--- config.mk ---
export PLATFORM = sky130hd
export DESIGN_NAME = mem_port_arbiter_flat
export DESIGN_NICKNAME = d
export VERILOG_FILES = /design/src/rtl/mem_port_arbiter_if.sv /design/src/rtl/mem_port_arbiter.sv /design/src/flat_wrapper.sv
export SDC_FILE = /design/constraint.sdc
export NUM_CORES = 1
export LEC_CHECK = 0
export CAP_MARGIN = 10
export CORE_UTILIZATION = 32
export CTS_CLUSTER_DIAMETER = 40
export DETAILED_ROUTE_END_ITERATION = 6
export GPL_ROUTABILITY_DRIVEN = 0
export PLACE_DENSITY = 0.78
export SLEW_MARGIN = 40
export SYNTH_ARGS = -nofsm -noshare
export SYNTH_HDL_FRONTEND = slang
export SYNTH_SLANG_ARGS = --single-unit
--- constraint.sdc ---
create_clock -name clk_i -period 1.56 [get_ports clk_i]
set_input_delay 0.156 -clock clk_i [delete_from_list [all_inputs] [get_ports clk_i]]
set_output_delay 0.156 -clock clk_i [all_outputs]
set_load 0.02 [all_outputs]
--- src/rtl/mem_port_arbiter_if.sv ---
// Bus bundle between the IF/LS requesters, the arbiter and the memory macro.
// slave = arbiter view; master = requester/memory side view.
interface mem_port_arbiter_if #(
    parameter int ADDR_W = 32,
    parameter int DATA_W = 32
);
    localparam int BE_W = DATA_W / 8;

    logic              if_req_i;
    logic [ADDR_W-1:0] if_addr_i;
    logic              if_gnt_o;
    logic              if_rvalid_o;
    logic [DATA_W-1:0] if_rdata_o;

    logic              ls_req_i;
    logic              ls_we_i;
    logic [BE_W-1:0]   ls_be_i;
    logic [ADDR_W-1:0] ls_addr_i;
    logic [DATA_W-1:0] ls_wdata_i;
    logic              ls_gnt_o;
    logic              ls_rvalid_o;
    logic [DATA_W-1:0] ls_rdata_o;

    logic              mem_req_o;
    logic              mem_we_o;
    logic [BE_W-1:0]   mem_be_o;
    logic [ADDR_W-1:0] mem_addr_o;
    logic [DATA_W-1:0] mem_wdata_o;
    logic              mem_gnt_i;
    logic              mem_rvalid_i;
    logic [DATA_W-1:0] mem_rdata_i;

    logic              busy_o;
    logic              err_o;

    modport slave (
        input  if_req_i, if_addr_i,
        input  ls_req_i, ls_we_i, ls_be_i, ls_addr_i, ls_wdata_i,
        input  mem_gnt_i, mem_rvalid_i, mem_rdata_i,
        output if_gnt_o, if_rvalid_o, if_rdata_o,
        output ls_gnt_o, ls_rvalid_o, ls_rdata_o,
        output mem_req_o, mem_we_o, mem_be_o, mem_addr_o, mem_wdata_o,
        output busy_o, err_o
    );

    modport master (
        output if_req_i, if_addr_i,
        output ls_req_i, ls_we_i, ls_be_i, ls_addr_i, ls_wdata_i,
        output mem_gnt_i, mem_rvalid_i, mem_rdata_i,
        input  if_gnt_o, if_rvalid_o, if_rdata_o,
        input  ls_gnt_o, ls_rvalid_o, ls_rdata_o,
        input  mem_req_o, mem_we_o, mem_be_o, mem_addr_o, mem_wdata_o,
        input  busy_o, err_o
    );
endinterface

--- src/rtl/mem_port_arbiter.sv ---
// IF/LS arbiter for one single-port memory, one transaction outstanding; gnt in capture cycle, IDLE-to-IDLE >= 2 cycles.
// Requests are held by the requester until gnt; mem_req_o is held until mem_gnt_i; LS priority with a bounded streak.
module mem_port_arbiter #(
    parameter int ADDR_W        = 32,
    parameter int DATA_W        = 32,
    parameter int MAX_LS_STREAK = 4
) (
    input  logic                  clk_i,
    input  logic                  rst_ni,
    mem_port_arbiter_if.slave     bus
);
    localparam int BE_W   = DATA_W / 8;
    localparam int STRK_W = $clog2(MAX_LS_STREAK + 1);
    localparam logic [STRK_W-1:0] STREAK_MAX = STRK_W'(MAX_LS_STREAK);

    localparam logic [1:0] ST_IDLE = 2'd0;
    localparam logic [1:0] ST_REQ  = 2'd1;
    localparam logic [1:0] ST_WAIT = 2'd2;

    logic [1:0]        state_q,     state_d;
    logic              owner_ls_q,  owner_ls_d;
    logic [STRK_W-1:0] streak_q,    streak_d;
    logic              err_q,       err_d;
    logic              mem_we_q,    mem_we_d;
    logic [BE_W-1:0]   mem_be_q,    mem_be_d;
    logic [ADDR_W-1:0] mem_addr_q,  mem_addr_d;
    logic [DATA_W-1:0] mem_wdata_q, mem_wdata_d;

    logic ls_win;
    logic if_win;
    logic resp_vld;

    always_comb begin
        // IF only overrides LS once LS has used up its streak while IF was waiting
        ls_win      = bus.ls_req_i && !(bus.if_req_i && (streak_q == STREAK_MAX));
        if_win      = bus.if_req_i && !ls_win;
        resp_vld    = 1'b0;
        state_d     = state_q;
        owner_ls_d  = owner_ls_q;
        streak_d    = streak_q;
        err_d       = err_q;
        mem_we_d    = mem_we_q;
        mem_be_d    = mem_be_q;
        mem_addr_d  = mem_addr_q;
        mem_wdata_d = mem_wdata_q;

        case (state_q)
            ST_IDLE: begin
                if (bus.mem_rvalid_i || bus.mem_gnt_i) begin
                    err_d = 1'b1;
                end
                if (ls_win) begin
                    state_d     = ST_REQ;
                    owner_ls_d  = 1'b1;
                    streak_d    = (streak_q == STREAK_MAX) ? streak_q : streak_q + 1'b1;
                    mem_we_d    = bus.ls_we_i;
                    mem_be_d    = bus.ls_be_i;
                    mem_addr_d  = bus.ls_addr_i;
                    mem_wdata_d = bus.ls_wdata_i;
                end else if (if_win) begin
                    state_d     = ST_REQ;
                    owner_ls_d  = 1'b0;
                    streak_d    = '0;
                    mem_we_d    = 1'b0;
                    mem_be_d    = '1;
                    mem_addr_d  = bus.if_addr_i;
                    mem_wdata_d = '0;
                end
            end
            ST_REQ: begin
                if (bus.mem_gnt_i) begin
                    if (bus.mem_rvalid_i) begin
                        resp_vld = 1'b1;
                        state_d  = ST_IDLE;
                    end else begin
                        state_d  = ST_WAIT;
                    end
                end else if (bus.mem_rvalid_i) begin
                    err_d = 1'b1;
                end
            end
            ST_WAIT: begin
                if (bus.mem_gnt_i) begin
                    err_d = 1'b1;
                end
                if (bus.mem_rvalid_i) begin
                    resp_vld = 1'b1;
                    state_d  = ST_IDLE;
                end
            end
            default: state_d = ST_IDLE;
        endcase
    end

    always_ff @(posedge clk_i or negedge rst_ni) begin
        if (!rst_ni) begin
            state_q     <= ST_IDLE;
            owner_ls_q  <= 1'b0;
            streak_q    <= '0;
            err_q       <= 1'b0;
            mem_we_q    <= 1'b0;
            mem_be_q    <= '0;
            mem_addr_q  <= '0;
            mem_wdata_q <= '0;
        end else begin
            state_q     <= state_d;
            owner_ls_q  <= owner_ls_d;
            streak_q    <= streak_d;
            err_q       <= err_d;
            mem_we_q    <= mem_we_d;
            mem_be_q    <= mem_be_d;
            mem_addr_q  <= mem_addr_d;
            mem_wdata_q <= mem_wdata_d;
        end
    end

    // state_q is IDLE during reset, so grants are also masked by rst_ni directly
    assign bus.if_gnt_o    = rst_ni && (state_q == ST_IDLE) && if_win;
    assign bus.ls_gnt_o    = rst_ni && (state_q == ST_IDLE) && ls_win;
    assign bus.if_rvalid_o = resp_vld && !owner_ls_q;
    assign bus.ls_rvalid_o = resp_vld &&  owner_ls_q;
    assign bus.if_rdata_o  = bus.mem_rdata_i;
    assign bus.ls_rdata_o  = bus.mem_rdata_i;

    assign bus.mem_req_o   = (state_q == ST_REQ);
    assign bus.mem_we_o    = mem_we_q;
    assign bus.mem_be_o    = mem_be_q;
    assign bus.mem_addr_o  = mem_addr_q;
    assign bus.mem_wdata_o = mem_wdata_q;
    assign bus.busy_o      = (state_q != ST_IDLE);
    assign bus.err_o       = err_q;
endmodule

--- src/flat_wrapper.sv ---
// flat-port wrapper written by rule: the top's interface ports become plain ports
module mem_port_arbiter_flat 
#(
    parameter int ADDR_W        = 32,
    parameter int DATA_W        = 32,
    parameter int MAX_LS_STREAK = 4
)
  (clk_i, rst_ni, bus_if_req_i, bus_if_addr_i, bus_ls_req_i, bus_ls_we_i, bus_ls_be_i, bus_ls_addr_i, bus_ls_wdata_i, bus_mem_gnt_i, bus_mem_rvalid_i, bus_mem_rdata_i, bus_if_gnt_o, bus_if_rvalid_o, bus_if_rdata_o, bus_ls_gnt_o, bus_ls_rvalid_o, bus_ls_rdata_o, bus_mem_req_o, bus_mem_we_o, bus_mem_be_o, bus_mem_addr_o, bus_mem_wdata_o, bus_busy_o, bus_err_o);
  mem_port_arbiter_if #(.ADDR_W(ADDR_W), .DATA_W(DATA_W)) bus_i ();
  input  logic clk_i;
  input  logic rst_ni;
  input wire logic [$bits(bus_i.if_req_i)-1:0] bus_if_req_i;
  input wire logic [$bits(bus_i.if_addr_i)-1:0] bus_if_addr_i;
  input wire logic [$bits(bus_i.ls_req_i)-1:0] bus_ls_req_i;
  input wire logic [$bits(bus_i.ls_we_i)-1:0] bus_ls_we_i;
  input wire logic [$bits(bus_i.ls_be_i)-1:0] bus_ls_be_i;
  input wire logic [$bits(bus_i.ls_addr_i)-1:0] bus_ls_addr_i;
  input wire logic [$bits(bus_i.ls_wdata_i)-1:0] bus_ls_wdata_i;
  input wire logic [$bits(bus_i.mem_gnt_i)-1:0] bus_mem_gnt_i;
  input wire logic [$bits(bus_i.mem_rvalid_i)-1:0] bus_mem_rvalid_i;
  input wire logic [$bits(bus_i.mem_rdata_i)-1:0] bus_mem_rdata_i;
  output wire logic [$bits(bus_i.if_gnt_o)-1:0] bus_if_gnt_o;
  output wire logic [$bits(bus_i.if_rvalid_o)-1:0] bus_if_rvalid_o;
  output wire logic [$bits(bus_i.if_rdata_o)-1:0] bus_if_rdata_o;
  output wire logic [$bits(bus_i.ls_gnt_o)-1:0] bus_ls_gnt_o;
  output wire logic [$bits(bus_i.ls_rvalid_o)-1:0] bus_ls_rvalid_o;
  output wire logic [$bits(bus_i.ls_rdata_o)-1:0] bus_ls_rdata_o;
  output wire logic [$bits(bus_i.mem_req_o)-1:0] bus_mem_req_o;
  output wire logic [$bits(bus_i.mem_we_o)-1:0] bus_mem_we_o;
  output wire logic [$bits(bus_i.mem_be_o)-1:0] bus_mem_be_o;
  output wire logic [$bits(bus_i.mem_addr_o)-1:0] bus_mem_addr_o;
  output wire logic [$bits(bus_i.mem_wdata_o)-1:0] bus_mem_wdata_o;
  output wire logic [$bits(bus_i.busy_o)-1:0] bus_busy_o;
  output wire logic [$bits(bus_i.err_o)-1:0] bus_err_o;
  assign bus_i.if_req_i = bus_if_req_i;
  assign bus_i.if_addr_i = bus_if_addr_i;
  assign bus_i.ls_req_i = bus_ls_req_i;
  assign bus_i.ls_we_i = bus_ls_we_i;
  assign bus_i.ls_be_i = bus_ls_be_i;
  assign bus_i.ls_addr_i = bus_ls_addr_i;
  assign bus_i.ls_wdata_i = bus_ls_wdata_i;
  assign bus_i.mem_gnt_i = bus_mem_gnt_i;
  assign bus_i.mem_rvalid_i = bus_mem_rvalid_i;
  assign bus_i.mem_rdata_i = bus_mem_rdata_i;
  assign bus_if_gnt_o = bus_i.if_gnt_o;
  assign bus_if_rvalid_o = bus_i.if_rvalid_o;
  assign bus_if_rdata_o = bus_i.if_rdata_o;
  assign bus_ls_gnt_o = bus_i.ls_gnt_o;
  assign bus_ls_rvalid_o = bus_i.ls_rvalid_o;
  assign bus_ls_rdata_o = bus_i.ls_rdata_o;
  assign bus_mem_req_o = bus_i.mem_req_o;
  assign bus_mem_we_o = bus_i.mem_we_o;
  assign bus_mem_be_o = bus_i.mem_be_o;
  assign bus_mem_addr_o = bus_i.mem_addr_o;
  assign bus_mem_wdata_o = bus_i.mem_wdata_o;
  assign bus_busy_o = bus_i.busy_o;
  assign bus_err_o = bus_i.err_o;
  mem_port_arbiter #(.ADDR_W(ADDR_W), .DATA_W(DATA_W), .MAX_LS_STREAK(MAX_LS_STREAK)) u_core (.clk_i(clk_i), .rst_ni(rst_ni), .bus(bus_i));
endmodule
==> results_dict.tcl, run 1 <==
set metrics [dict create \
    die_area_um2 12600 \
    tritoncts "done" \
    initial_utilization 0.334 \
    rows 39 \
    clockBufferDepth 2 \
    wl_met2_mm 6.01 \
    drive_above_1_share 0.157 \
    grt_overflow_total 0 \
    synth_top_family_by_area "compound AO/OA/AOI/OAI gates" \
    power_density_nw_per_um2 2090 \
    io_buffer_count 182 \
    routed.top_layer "met4" \
    hp-class "in -> out" \
    cts_sinks 76 \
    synthToLayoutAreaGrowth_pct 56.0 \
    r2r_cells 8 \
    viasPerCell 5.13 \
    die_h_um 112 \
    cp.arrival_ns 1.45 \
    worst_ep_required_time_ns 1.40 \
    syn-cell-area_um2 3880 \
    drc 17 \
    grt_max_degree 40 \
    wl_met1_mm 4.57 \
    io_pins 279 \
    yosys-top-cells-area "dfrtp_1 49%, buf_4 12%, a22o_1 7.7%" \
    finalWorstSetupSlack_ns -0.0467 \
    grt_pass1_vias 3458 \
    syn_nets 532 \
    violations "DRC, setup timing" \
    drt_iter0_drc 229 \
    ant_nets 0 \
    ys_seq_elements 76 \
    num-nets-final 669 \
    wl_per_cell_um 17.5 \
    ys_warn_count 0 \
    synthDistinctLibCells 32 \
    finalSetupViolations 3 \
    run_status "finished, violations left" \
    critical_path.startpoint_type "flop" \
    n_antenna_cell 0 \
    fillers 1060 \
    core_area_um2 11600 \
    clock-root-buffer "clkbuf_16" \
    drt_first_pass_iters 7 \
    syn_inst 387 \
    dieWidth_um 112 \
    grt_antenna_before_repair 0 \
    mostFrequentLayoutCell "clkdlybuf4s50_1" \
    drv_slew 0 \
    yosys.area.top_type_share 0.490 \
    clk_pin_slew_ns 0.05 \
    crit_start "u_core.streak_q[1]$_DFFE_PN0P_" \
    rsz0062_at_grt "true" \
    wl_met3_um 879 \
    syn_area_per_cell_um2 10.0 \
    vias 3450 \
    hold_viol_final 0 \
    grt_usage 0.189 \
    synth_xor_area_frac 0 \
    seq_area_um2 1900 \
    yosys.area_share.simple 0.145 \
    multiInputGateArea_um2 1460 \
    drt-total-wl_mm 11.7 \
    synth-compound-area-share 0.172 \
    max_freq_ghz 0.622 \
    final_cell_mix "174 x clkdlybuf4s50_1, 76 x dfrtp_1, 67 x nand2_1, 34 x a22o_1" \
    crit_fanout 3 \
    grt_pass1_wl_mm 18.2 \
    period_needed_ns 1.61 \
    synth_area_leader_cell "dfrtp_1" \
    worst_slew_pin_slew_ns 0.510 \
    synth-seq-area-share 0.490 \
    fin_skew_ns 0.00588 \
    rr_startpoint "u_core.state_q[1]$_DFFE_PN0P_" \
    crit_end "bus_ls_gnt_o" \
    cts-buffers-inserted 9 \
    p_leak_nw 2.54 \
    slew-limit-headroom 0.660 \
    drv_cap 0 \
    place_inst 652 \
    reg2reg_slack_ns 0 \
    ir_worst_vdd_mv 0.965 \
    synth.area.mux_share 0.00258 \
    place_ws_ns -0.368 \
    finalNonFillerCells 672 \
    fin_crit_sh 1.03 \
    h-tree-depth 3 \
    hpwl_mm 8.87 \
    reg2reg_to "u_core.bus.mem_wdata_o[30]$_DFFE_PN0P_" \
    synth_fa_ha_area_frac 0.0193 \
    clk_latency_ns 0.32 \
    cp-end-kind "output pin" \
    path_class "reg -> out" \
]
## routing by layer
metal,vias to the layer above,GRT usage
met5,-,0
met4,0,0.0889
met3,24,0.0394
met2,209,0.342
met1,1631,0.213
li1,1586,-
## logic make-up (layout without fill, tap and decap cells)
family                     count (synthesis)  after routing
and+or+nand+nor                          119            119
buffers and inverters                    101            243
AOI/OAI and AO/OA                         84             84
DFF                                       76             76
adders and majority gates                  6              6
muxes                                      1              1
## stage by stage
| step | utilization | hold WS (ns) | setup TNS, ns | cell area [um^2] | power (W) |
|---|---|---|---|---|---|
| detailed placement | 0.483 | 0.291 | -11.71 | 5610 | 0.0104 |
| floorplan | - | -0.140 | -0.789 | 3910 | 0.00717 |
| finish | 0.521 | 0.312 | -0.0641 | 6050 | 0.0127 |
| global route | 0.521 | 0.312 | -3.83 | 6050 | 0.0135 |
| global placement | 0.483 | 0.279 | -9.34 | 5610 | 0.0102 |
| CTS | 0.516 | 0.312 | -0.462 | 6000 | 0.0127 |
## sequential cells by signal, summed over array words and instances (netlist names)
register	cells
u_core.streak_q	3
u_core.bus.mem_be_o	4
u_core.bus.mem_addr_o	32
u_core.bus.err_o	1
u_core.state_q	2
u_core.owner_ls_q	1
u_core.bus.mem_wdata_o	32
u_core.bus.mem_we_o	1
## Yosys cell counts (all sizes together)
master and instances:
a211oi 1, a21boi 1, a21oi 1, a22o 34
a22oi 1, and2 2, and3 1, buf 82
clkbuf 13, dfrtp 76, ha 6, inv 6
mux2i 1, nand2 68, nand2b 2, nand3 5
nand4 32, nor2 3, nor2b 3, nor3 2
nor3b 1, o211ai 32, o21a 2, o21ai 4
o21bai 2, o22a 4, o22ai 1, o32a 1
## power breakdown
| part | internal, W | leakage (nW) | switching (W) |
|---|---|---|---|
| registers | 0.00295 | 0.938 | 0.000531 |
| clock network | 0.00123 | 0.139 | 0.000757 |
| logic | 0.00363 | 1.46 | 0.00356 |
## worst max-delay path: stages, from the launching register on
cell     delay, ns
dfrtp_1       0.39
inv_2         0.09
ha_4          0.15
nand3_4       0.07
and3_4        0.16
and2_4        0.13
buf_6         0.13
## final cells by class
type / count / area share
timing repair buffer: 221 / 0.365
sequential: 76 / 0.314
multi-input combinational: 210 / 0.241
clock buffer: 11 / 0.0384
tap: 143 / 0.0296
clock inverter: 5 / 0.00868
inverter: 6 / 0.00372
## worst min path at each step
stage	start	to	slack, ns	cells after the start
final	bus_mem_rdata_i[31]	bus_if_rdata_o[31]	0.31	0
after global routing	bus_mem_rdata_i[11]	bus_if_rdata_o[11]	0.31	0
after CTS	bus_mem_rdata_i[31]	bus_if_rdata_o[31]	0.31	0
after detailed placement	rst_ni	u_core.streak_q[2]$_DFFE_PN0P_	0.29	2
after global placement	rst_ni	u_core.streak_q[2]$_DFFE_PN0P_	0.28	2
after floorplan	rst_ni	u_core.bus.err_o$_DFFE_PN0P_	-0.14	0
## what timing repair did
action                                  4_1_cts  5_1_grt
hold buffers                                  1        0
endpoints found under the hold margin        76        0
setup buffers                                 0        3
pin swaps                                     7        4
endpoints found under the setup margin       77       77
resized for setup                            58       10
Power figures use the tool's default switching activity.
==> run 2, diff against run 1 <==
Settings changed: CAP_MARGIN 10 to 20, PLACE_DENSITY 0.78 to 0.79.
==> run 2 against run 1 <==
  * The run still ends with DRC, setup timing left
  * Register-to-register slack worse by 0.05 ns
  * Die area stayed put
  * Final cell count is 0.60% lower
  * Via count is 1.2% lower
  * Sequential power hardly changed
  * Final area is 0.39% lower
  * Worst hold slack hardly changed
  * First-iteration DRC count is 17% lower
  * Critical path type unchanged
  * Largest cell class unchanged
==> results_dict.tcl, run 2 (same netlist as run 1, synthesis figures left out) <==
set metrics [dict create \
    drt-total-wl_mm 12.0 \
    cts-buffers-inserted 9 \
    final_area_um2 6030 \
    p_sw_w 0.00488 \
    die_h_um 112 \
    mostFrequentLayoutCell "clkdlybuf4s50_1" \
    seqPwrFrac 0.275 \
    clock_power_share 0.162 \
    cp-end-kind "output pin" \
    grt_overflow_total 0 \
    finalSetupViolations 21 \
    worst_slew_pin_slew_ns 0.584 \
    clk_latency_ns 0.34 \
    hold_viol_final 0 \
    grt_usage 0.194 \
    hpwl_mm 8.93 \
    drt_first_pass_iters 7 \
    final_cell_mix "174 x clkdlybuf4s50_1, 76 x dfrtp_1, 67 x nand2_1, 34 x a22o_1" \
    period_needed_ns 1.65 \
    grt_antenna_before_repair 0 \
    core_area_um2 11600 \
    max_freq_ghz 0.608 \
    place_ws_ns -0.383 \
    grt_max_degree 48 \
    crit_fanout 3 \
    reg2reg_slack_ns -0.05 \
    drv_cap 0 \
    power.internal_w 0.00777 \
    clock-root-buffer "clkbuf_16" \
    synthToLayoutAreaGrowth_pct 55.4 \
    tns_ns -0.800 \
    num-nets-final 666 \
    n_antenna_cell 0 \
    rows 39 \
    rsz0062_at_grt "true" \
    cts_sinks 76 \
    drv_slew 0 \
    die_area_um2 12600 \
    crit_start "u_core.streak_q[0]$_DFFE_PN0P_" \
    holdCritStartpoint "bus_mem_rdata_i[18]" \
    placed_area_um2 5540 \
    fin_skew_ns 0.00884 \
    clk_pin_slew_ns 0.06 \
    power_density_nw_per_um2 2100 \
    rr_startpoint "u_core.streak_q[0]$_DFFE_PN0P_" \
    slew-limit-headroom 0.610 \
    vias 3408 \
    clockBufferDepth 2 \
    drive_above_1_share 0.152 \
    grt_pass1_vias 3490 \
    swShare 0.386 \
    fin_crit_sh 1.06 \
    tritoncts "done" \
    drc 16 \
    worst_ep_required_time_ns 1.40 \
    grt_pass1_wl_mm 18.7 \
    io_pins 279 \
    h-tree-depth 3 \
    p_comb_frac 0.562 \
    ant_nets 0 \
    viasPerCell 5.10 \
    hp-class "in -> out" \
    p_total_w 0.0126 \
    drt_iter0_drc 191 \
    post-route-util 0.519 \
    p_leak_nw 2.52 \
    initial_utilization 0.334 \
    ir_worst_vdd_mv 0.812 \
    dieWidth_um 112 \
    cp.arrival_ns 1.49 \
    finalWorstSetupSlack_ns -0.0860 \
    wl_per_cell_um 18.0 \
    run_status "finished, violations left" \
    path_class "reg -> out" \
    violations "DRC, setup timing" \
    io_buffer_count 182 \
    critical_path.startpoint_type "flop" \
]
[run 2: cell count changes in the layout (fill, tap and decap cells not counted), sizes merged]
cell,change
buf,-3
clkinv,-1
clkinvlp,-1
inv,+1
[run 2: power by group through the flow]
stage               logic, W  clock network [W]  registers, W
floorplan            0.00260                  0       0.00456
global placement     0.00656                  0       0.00346
detailed placement   0.00667                  0       0.00351
CTS                  0.00694            0.00212       0.00348
global route         0.00763            0.00222       0.00360
finish               0.00711            0.00205       0.00348
[run 2: final timing paths]
check                                                         to  depth (start not counted)
setup / recovery                                    bus_ls_gnt_o                          6
hold / removal                                bus_if_rdata_o[18]                          0
max in group asynchronous        u_core.bus.mem_we_o$_DFFE_PN0P_                          3
setup reg to reg           u_core.bus.mem_addr_o[14]$_DFFE_PN0P_                          7
hold reg to reg                     u_core.bus.err_o$_DFFE_PN0P_                          1
min in group asynchronous         u_core.streak_q[2]$_DFFE_PN0P_                          3
[run 2: per-layer routing]
layer | up-vias | wire [um] | global-route usage
li1 | 1579 | - | -
met1 | 1584 | 4410 | 0.206
met2 | 224 | 6160 | 0.352
met3 | 21 | 1130 | 0.0659
met4 | 0 | 305 | 0.0809
met5 | - | 0 | 0
[run 2: timing repair]
item,CTS,global route
hold buffers,1,0
endpoints found under the hold margin,76,0
buffers inserted,1,5
setup endpoints to repair,57,76
resized for setup,55,16
pin swaps,7,5
[run 2: stage by stage]
step | hold slack [ns] | cells
global route | 0.312 | 668
global placement | 0.227 | 646
detailed placement | 0.223 | 646
floorplan | -0.140 | 387
finish | 0.312 | 668
CTS | 0.312 | 663
[run 2: critical path: stages (launching register included)]
cell     delay (ns)
dfrtp_1        0.40
inv_2          0.09
ha_4           0.16
nand3_4        0.07
and3_4         0.18
and2_4         0.13
buf_6          0.13
[run 2: layout make-up]
cell class	count	area (um^2)
multi-input combinational	210	1470
inverter	6	22.5
timing repair buffer	218	2170
clock buffer	11	243
clock inverter	4	48.8
tap	143	179
fill	1045	5580
sequential	76	1900
